`config.mk`:
```
export PLATFORM = sky130hd
export DESIGN_NAME = signed_divider
export DESIGN_NICKNAME = d
export VERILOG_FILES = /design/src/rtl/arith_pkg.sv /design/src/rtl/abs_unit.sv /design/src/rtl/signed_divider.sv
export SDC_FILE = /design/constraint.sdc
export NUM_CORES = 1
export LEC_CHECK = 0
export ABC_AREA = 1
export CAP_MARGIN = 5
export CELL_PAD_IN_SITES_DETAIL_PLACEMENT = 1
export CELL_PAD_IN_SITES_GLOBAL_PLACEMENT = 1
export CORE_MARGIN = 1.5
export CORE_UTILIZATION = 44
export CTS_BUF_LIST = sky130_fd_sc_hd__clkbuf_8 sky130_fd_sc_hd__clkbuf_16
export DETAILED_ROUTE_END_ITERATION = 7
export GPL_ROUTABILITY_DRIVEN = 0
export GPL_TIMING_DRIVEN = 0
export PLACE_DENSITY = 0.82
export SYNTH_ARGS = -nofsm -noshare
export SYNTH_HDL_FRONTEND = slang
export SYNTH_SLANG_ARGS = --single-unit
```
`constraint.sdc`:
```
create_clock -name clk -period 2.49 [get_ports clk]
set_clock_uncertainty 0.05 [all_clocks]
set_input_delay 0.6225 -clock clk [delete_from_list [all_inputs] [get_ports clk]]
set_output_delay 0.6225 -clock clk [all_outputs]
set_load 0.01 [all_outputs]
```
`src/rtl/arith_pkg.sv`:
```
// Shared arithmetic package: state encodings for the iterative
// divider and multiplier blocks of this library.
package arith_pkg;

  // Restoring divider sequence: one SHIFT/CALC pair per quotient bit,
  // then sign fix-up and a result-register stage.
  typedef enum logic [2:0] {
    DIV_IDLE,
    DIV_SHIFT,
    DIV_CALC,
    DIV_FIX,
    DIV_FINISH
  } div_state_t;

  // Shift-add multiplier sequence.
  typedef enum logic [1:0] {
    MUL_IDLE,
    MUL_RUN,
    MUL_FINISH
  } mul_state_t;

endpackage

```
`src/rtl/abs_unit.sv`:
```
// Combinational two's-complement conditional negate.
// With negate tied to the operand's sign bit it yields the N-bit unsigned
// magnitude (the most-negative value maps to 2^(N-1), read as unsigned).
// Ports:
//   operand - N-bit input value
//   negate  - 1: result = -operand, 0: result = operand
//   result  - N-bit output
module abs_unit #(
  parameter int N = 5
) (
  input  logic [N-1:0] operand,
  input  logic         negate,
  output logic [N-1:0] result
);

  assign result = negate ? (~operand + 1'b1) : operand;

endmodule

```
`src/rtl/signed_divider.sv`:
```
// Iterative signed restoring divider. Divides operand magnitudes one bit
// per SHIFT/CALC pair, then fixes signs: quotient truncates toward zero,
// remainder carries the dividend's sign.
// Ports:
//   clk          - rising-edge clock
//   rst          - asynchronous active-low reset
//   start        - launch request, sampled only while idle
//   dividend     - N-bit signed numerator
//   divisor      - N-bit signed denominator
//   quotient     - N-bit signed result, held between done pulses
//   remainder    - N-bit signed result, held between done pulses
//   done         - one-cycle pulse when results update
//   busy         - high whenever an operation is in flight
//   div_by_zero  - last result came from a zero divisor
//   overflow     - last result was -2^(N-1) / -1 (quotient wrapped)
module signed_divider #(
  parameter int N = 5
) (
  input  logic         clk,
  input  logic         rst,
  input  logic         start,
  input  logic [N-1:0] dividend,
  input  logic [N-1:0] divisor,
  output logic [N-1:0] quotient,
  output logic [N-1:0] remainder,
  output logic         done,
  output logic         busy,
  output logic         div_by_zero,
  output logic         overflow
);

  import arith_pkg::*;

  localparam int CW = $clog2(N + 1);
  localparam logic [CW-1:0] COUNT_INIT = CW'(N);
  localparam logic [N-1:0]  MOST_NEG   = {1'b1, {(N-1){1'b0}}};

  div_state_t state, state_nxt;

  logic          sign_a, sign_b;
  logic [N-1:0]  dmag_r;
  logic [N-1:0]  quo_r;
  // One extra bit: the shifted partial remainder can reach 2*|divisor|-1.
  logic [N:0]    rem_r;
  logic [CW-1:0] count_r;
  logic          dz_r, ovf_r;

  logic [N-1:0]  mag_a, mag_b, quo_fix, rem_fix;
  logic [N:0]    trial;

  abs_unit #(.N(N)) u_abs_dividend (
    .operand (dividend),
    .negate  (dividend[N-1]),
    .result  (mag_a)
  );

  abs_unit #(.N(N)) u_abs_divisor (
    .operand (divisor),
    .negate  (divisor[N-1]),
    .result  (mag_b)
  );

  abs_unit #(.N(N)) u_fix_quotient (
    .operand (quo_r),
    .negate  (sign_a ^ sign_b),
    .result  (quo_fix)
  );

  abs_unit #(.N(N)) u_fix_remainder (
    .operand (rem_r[N-1:0]),
    .negate  (sign_a),
    .result  (rem_fix)
  );

  assign trial = rem_r - {1'b0, dmag_r};
  assign busy  = (state != DIV_IDLE);

  // NOTE: sequential state uses non-blocking assignments so every register
  // samples pre-edge values regardless of block ordering.
  always_ff @(posedge clk or negedge rst) begin
    if (!rst) state <= DIV_IDLE;
    else      state <= state_nxt;
  end

  // NOTE: the next-state value is defaulted before the case so that every
  // path assigns it and no latch is inferred.
  always_comb begin
    state_nxt = state;
    case (state)
      DIV_IDLE:   if (start) state_nxt = (divisor == '0) ? DIV_FINISH : DIV_SHIFT;
      DIV_SHIFT:  state_nxt = DIV_CALC;
      DIV_CALC:   state_nxt = (count_r != '0) ? DIV_SHIFT : DIV_FIX;
      DIV_FIX:    state_nxt = DIV_FINISH;
      DIV_FINISH: state_nxt = DIV_IDLE;
      default:    state_nxt = DIV_IDLE;
    endcase
  end

  // NOTE: there is no storage array here, so every datapath register gets
  // a reset value; an aborted operation leaves nothing stale behind.
  always_ff @(posedge clk or negedge rst) begin
    if (!rst) begin
      sign_a      <= 1'b0;
      sign_b      <= 1'b0;
      dmag_r      <= '0;
      quo_r       <= '0;
      rem_r       <= '0;
      count_r     <= '0;
      dz_r        <= 1'b0;
      ovf_r       <= 1'b0;
      quotient    <= '0;
      remainder   <= '0;
      done        <= 1'b0;
      div_by_zero <= 1'b0;
      overflow    <= 1'b0;
    end else begin
      done <= (state == DIV_FINISH);
      case (state)
        DIV_IDLE: begin
          if (start) begin
            sign_a <= dividend[N-1];
            sign_b <= divisor[N-1];
            dz_r   <= (divisor == '0);
            ovf_r  <= (dividend == MOST_NEG) && (divisor == '1);
            if (divisor == '0) begin
              // Zero divisor bypasses the iteration: results are preloaded
              // here and copied out by FINISH.
              quo_r   <= '1;
              rem_r   <= {1'b0, dividend};
              dmag_r  <= '0;
              count_r <= '0;
            end else begin
              quo_r   <= mag_a;
              rem_r   <= '0;
              dmag_r  <= mag_b;
              count_r <= COUNT_INIT;
            end
          end
        end
        DIV_SHIFT: begin
          {rem_r, quo_r} <= {rem_r[N-1:0], quo_r, 1'b0};
          count_r        <= count_r - 1'b1;
        end
        DIV_CALC: begin
          // Non-negative trial: subtraction fits, keep it and set the bit.
          // Otherwise the partial remainder is left untouched (restore).
          if (!trial[N]) begin
            rem_r    <= trial;
            quo_r[0] <= 1'b1;
          end
        end
        DIV_FIX: begin
          quo_r <= quo_fix;
          rem_r <= {1'b0, rem_fix};
        end
        DIV_FINISH: begin
          quotient    <= quo_r;
          remainder   <= rem_r[N-1:0];
          div_by_zero <= dz_r;
          overflow    <= ovf_r;
        end
        default: ;
      endcase
    end
  end

endmodule
```
After elaboration in Yosys (flattened, before gate mapping)
Index checks and enable logic that the tools add are counted.
{"block": "word_totals", "regBits": 39, "word_cells": 72, "inputBits": 13, "out_inout_bits": 14}
{"block": "op_classes", "bitwise_logic": 5, "muxes": 21, "eq_ne": 10, "n_reduce_logical": 14, "addsub": 6}
{"op": "$mux W5", "count": 8}
{"op": "$pmux W6 S4", "count": 1}
{"op": "$add A5 B1 Y5 const B", "count": 4}
{"op": "$not A5 Y5", "count": 4}
{"op": "$mux W3", "count": 4}
{"op": "$mux W6", "count": 2}
{"op": "$pmux W3 S4", "count": 1}
{"op": "$pmux W4 S3", "count": 1}
{"op": "$eq A5 B5 Y1 const B", "count": 2}
{"op": "$reduce_bool A3 Y1", "count": 3}
{"op": "$reduce_and A4 Y1", "count": 2}
{"op": "$eq A3 B2 Y1 const B", "count": 2}
{"op": "$ne A2 B2 Y1 const B", "count": 3}
{"op": "$pmux W3 S2", "count": 1}
{"op": "$reduce_and A3 Y1", "count": 2}
{"op": "$sub A6 B5 Y6", "count": 1}
{"op": "$logic_not A5 Y1", "count": 1}
{"op": "$pmux W1 S4", "count": 1}
{"op": "$reduce_and A2 Y1", "count": 2}
{"op": "$reduce_bool A4 Y1", "count": 1}
{"op": "$eq A3 B1 Y1 const B", "count": 1}
{"op": "$eq A3 B3 Y1 const B", "count": 1}
{"op": "$logic_not A3 Y1", "count": 1}
{"op": "$sub A3 B1 Y3 const B", "count": 1}
{"op": "6 further kinds", "count": 6}

Depth between registers and ports, before layout
{"block": "logic_depth", "ltp_word": 6, "mapped_depth": 12, "ltp_nobuf": 12}

Modules after synthesis
Synthesis repeated with hierarchy kept, for this count alone.
{"block": "hier_totals", "cells_unflattened": 366, "area_unflattened_um2": 2618.8}
{"module": "signed_divider", "n_inst": 1, "cells_per_inst": 270, "seq_area_each_um2": 975.9, "area_each_um2": 2173.3}
{"module": "abs_unit", "n_inst": 4, "cells_per_inst": 24, "seq_area_each_um2": 0.0, "area_each_um2": 111.4}

Least setup slack after synthesis
OpenSTA, ideal clock, no wires.
{"block": "synth_timing", "path_type": "input -> register", "start": "input port divisor[0]", "end": "register count_r[0]", "arrival_ns": 1.534, "path_stages": 9, "setup_time_ns": 0.127, "slack_ns": 0.779, "path_buffers": 0, "required_ns": 2.313, "path_cell_list": "inv_1 ha_1 nand3_1 nor2_4 inv_1 nand2_1 o21ai_0 nand2_1 o21ai_0"}
{"block": "synth_via", "elab_chain_cells": 4}
{"element": "start: declaration", "line": "signed_divider.sv:23", "rtl": "input logic [N-1:0] divisor,"}
{"element": "$logic_not A5 Y1", "line": "signed_divider.sv:125", "rtl": "if (divisor == '0) begin"}
{"element": "$mux W3", "line": "signed_divider.sv:125"}
{"element": "$mux W3", "line": "signed_divider.sv:120", "rtl": "if (start) begin"}
{"element": "$pmux W3 S2", "line": "signed_divider.sv:118", "rtl": "case (state)"}
{"element": "end signal: assignment", "line": "signed_divider.sv:142", "rtl": "count_r <= count_r - 1'b1;"}
{"element": "end: declaration", "line": "signed_divider.sv:45", "rtl": "logic [CW-1:0] count_r;"}
Every way passes these cells. The select of a mux whose other input is x is not followed.
A chain may end at the register's enable or synchronous reset.

Worst setup path after layout
{"block": "layout_timing", "start": "register state[1]", "end": "output port busy"}
{"block": "layout_via", "elab_chain_cells": 1}
{"element": "start: declaration", "line": "signed_divider.sv:38", "rtl": "div_state_t state, state_nxt;"}
{"element": "start signal: assignment", "line": "signed_divider.sv:82", "rtl": "else state <= state_nxt;"}
{"element": "$reduce_bool A3 Y1", "line": "signed_divider.sv:76", "rtl": "assign busy = (state != DIV_IDLE);"}
{"element": "end: declaration", "line": "signed_divider.sv:27", "rtl": "output logic busy,"}
Every way passes these cells.

==> flow_summary.ini <==
[run_status]
status = complete, no violations

[detailed_routing]
drc = 0
ant_nets = 0
first_pass_iters = 4
wl_per_cell_microns = 14.1
viasPerCell = 5.17
vias = 2141
initialDrtViolationCount = 83
wirelength_microns = 5830

[sta]
relSlewSlack_pct = 40.9
worstMarginPinSlew_ns = 0.886
timing.hold.ws_ns = 0.403
setup_viol = 0
fin_ws_ns = 0.255
drv_slew = 0
fin_crit_sh_pct = 89.8
finalHoldViolCount = 0
period_minus_slack_ns = 2.24
max_freq_mhz = 447
rsz0062_at_grt = no
tns_ns = 0

[global_route]
grt_pass1_vias = 2325
grt_overflow = 0
grt_pass1_wl_microns = 10700
grt_max_degree = 40
grtUsageTotal_pct = 22.7
antenna_found_initial = 0

[logic_synthesis]
syn_area_per_cell_sq_um = 7.54
ys_warn_count = 0
ys.flop_type = dfrtp_1
synth_xor_area_share_pct = 1.50
async_flop_share_pct = 100
synth_cell_types = 27
yosys_register_bits = 39
synth_top_family_by_area = simple AND/OR/NAND/NOR gates
synth_cells = 310
synth-edff-count = 0
synth.yosys.seq_area_share_pct = 41.7
synth_compound_area_share_pct = 13.0
synthAdderAreaFrac_pct = 7.28
syn_area_sq_um = 2340
synth-simple-area-share_pct = 27.6
syn-num-nets = 336
synthMuxAreaShare_pct = 0

[clock_network]
cts.path.max_buffers = 2
cts_hold_buf = 0
cts_made_buffers = 5
cts_tree = yes
clk_latency_ns = 0.29
clk_pin_slew_ns = 0.07
htreeDepth = 2
cts_resized = 0
cts_sinks = 39
ctsRootBufferMaster = clkbuf_8
postCtsSetupRepairBufs = 0

[place]
hpwlAfterDp_microns = 4700
io_buffers = 26
dpl-instance-area_sq_um = 2680
pre_cts_ws_ns = 0.0278

[setup_path]
regToRegStartpoint = rem_r[0]
criticalPathCategory = register to output port
ff2ff_path_depth = 11
cp-end-kind = output port
worstPathMaxFanout = 6
r2r_slack_ns = 0.55
crit_required_ns = 1.82
worstSetupStartpointType = register
crit_path_start = state[1]
crit_arrival_ns = 1.56
rr_endpoint = rem_r[4]

[min_path]
min_path_type = input pin to async pin

[layout]
stdcell_area_sq_um = 2760
nNetsFinal = 369
area_delta_synth_final_pct = 18.1
n_antenna_cell = 0
drive_above_1_share_pct = 8.43

[die]
ios = 27
die_area_sq_um = 5760
die_w_microns = 75.9
die_h_microns = 75.9
core_area_sq_um = 5110
initial_utilization_pct = 45.8
num_rows = 26

[power_and_ir_drop]
leakagePower_nw = 1.38
p_total_mw = 3.23
irDropWorstVdd_mv = 0.370
p_per_area_nw_per_um2 = 1170

[run]
drv_cap = 0
==> worst max-delay path, stage by stage, from the launching register on <==
cell and delay (ns):
dfrtp_1 0.44, nor2_1 0.09, nand2_1 0.17, clkdlybuf4s50_1 0.58
==> cell usage in the layout (no fill, tap or decap), drive strengths merged <==
| cell | instances |
|---|---|
| nand2 | 80 |
| inv | 54 |
| dfrtp | 39 |
| o21ai | 35 |
| nand3 | 31 |
| clkdlybuf4s50 | 25 |
| nor2 | 21 |
| a21oi | 14 |
| ha | 12 |
| nand4 | 7 |
| clkbuf | 6 |
| o22ai | 4 |
| or2 | 4 |
| xor2 | 4 |
| buf | 2 |
| a21boi | 1 |
| nor3 | 1 |
| a31oi | 1 |
| o32ai | 1 |
| fa | 1 |
| clkinv | 1 |
==> per-stage QoR <==
stage | std cells | utilization, %
6_report | 414 | 54.1
5_1_grt | 414 | 54.1
4_1_cts | 414 | 54.1
3_5_place_dp | 406 | 52.5
3_3_place_gp | 406 | 52.6
2_1_floorplan | 310 | -
==> how the worst max path moves through the flow <==
| stage | endpoint | cells past startpoint |
|---|---|---|
| 3_3_place_gp | count_r[1] | 1 |
| 6_report | busy | 3 |
| 2_1_floorplan | count_r[0] | 9 |
| 5_1_grt | quo_r[1] | 9 |
| 4_1_cts | busy | 3 |
| 3_5_place_dp | quo_r[1] | 9 |
==> metal layers <==
layer	GRT usage, %	share of wire, %	vias to the layer above
li1	-	-	1073
met1	29.3	47	1013
met2	38.5	48	43
met3	3.73	3.6	12
met4	8.15	2.2	0
met5	0	0	-
==> cells in the mapped netlist (4+ instances only) <==
library cell / count / area [sq um]
ha_1: 12 / 150
inv_1: 47 / 176
dfrtp_1: 39 / 976
nand4_1: 7 / 43.8
inv_2: 5 / 18.8
or2_2: 4 / 25.0
nand3_1: 30 / 150
nand2_1: 78 / 293
o21ai_0: 33 / 165
a21oi_1: 12 / 60.1
xor2_1: 4 / 35.0
nor2_1: 16 / 60.1
o22ai_1: 4 / 25.0
==> kinds of logic (layout without fill, tap and decap cells) <==
| logic type | count (synthesis) | in the layout |
|---|---|---|
| adder cells (fa/ha/maj) | 13 | 13 |
| AO/OA/AOI/OAI | 56 | 56 |
| flip-flops | 39 | 39 |
| XOR/XNOR | 4 | 4 |
| buffers and inverters | 54 | 88 |
| AND/OR/NAND/NOR | 144 | 144 |
==> power breakdown <==
part | switching, mW | internal (mW) | total, mW
registers | 0.167 | 0.892 | 1.06
clock network | 0.216 | 0.188 | 0.405
logic | 1.08 | 0.683 | 1.77
total | 1.47 | 1.76 | 3.23
==> flip-flops by register name, indices dropped and copies added (netlist names), 3 cells and up <==
signal	count
rem_r	6
dmag_r	5
remainder	5
count_r	3
quo_r	5
state	3
quotient	5
==> cell type report <==
class                   count  area [sq um]
fillers                   690          2340
multi-input cells         217          1150
flip-flops and latches     39           976
repair buffers             26           255
inverters                  52           195
well taps                  70          87.6
clock buffers               5          68.8
clock inverters             3          12.5
plain buffers               2          12.5
Power figures use the tool's default switching activity.
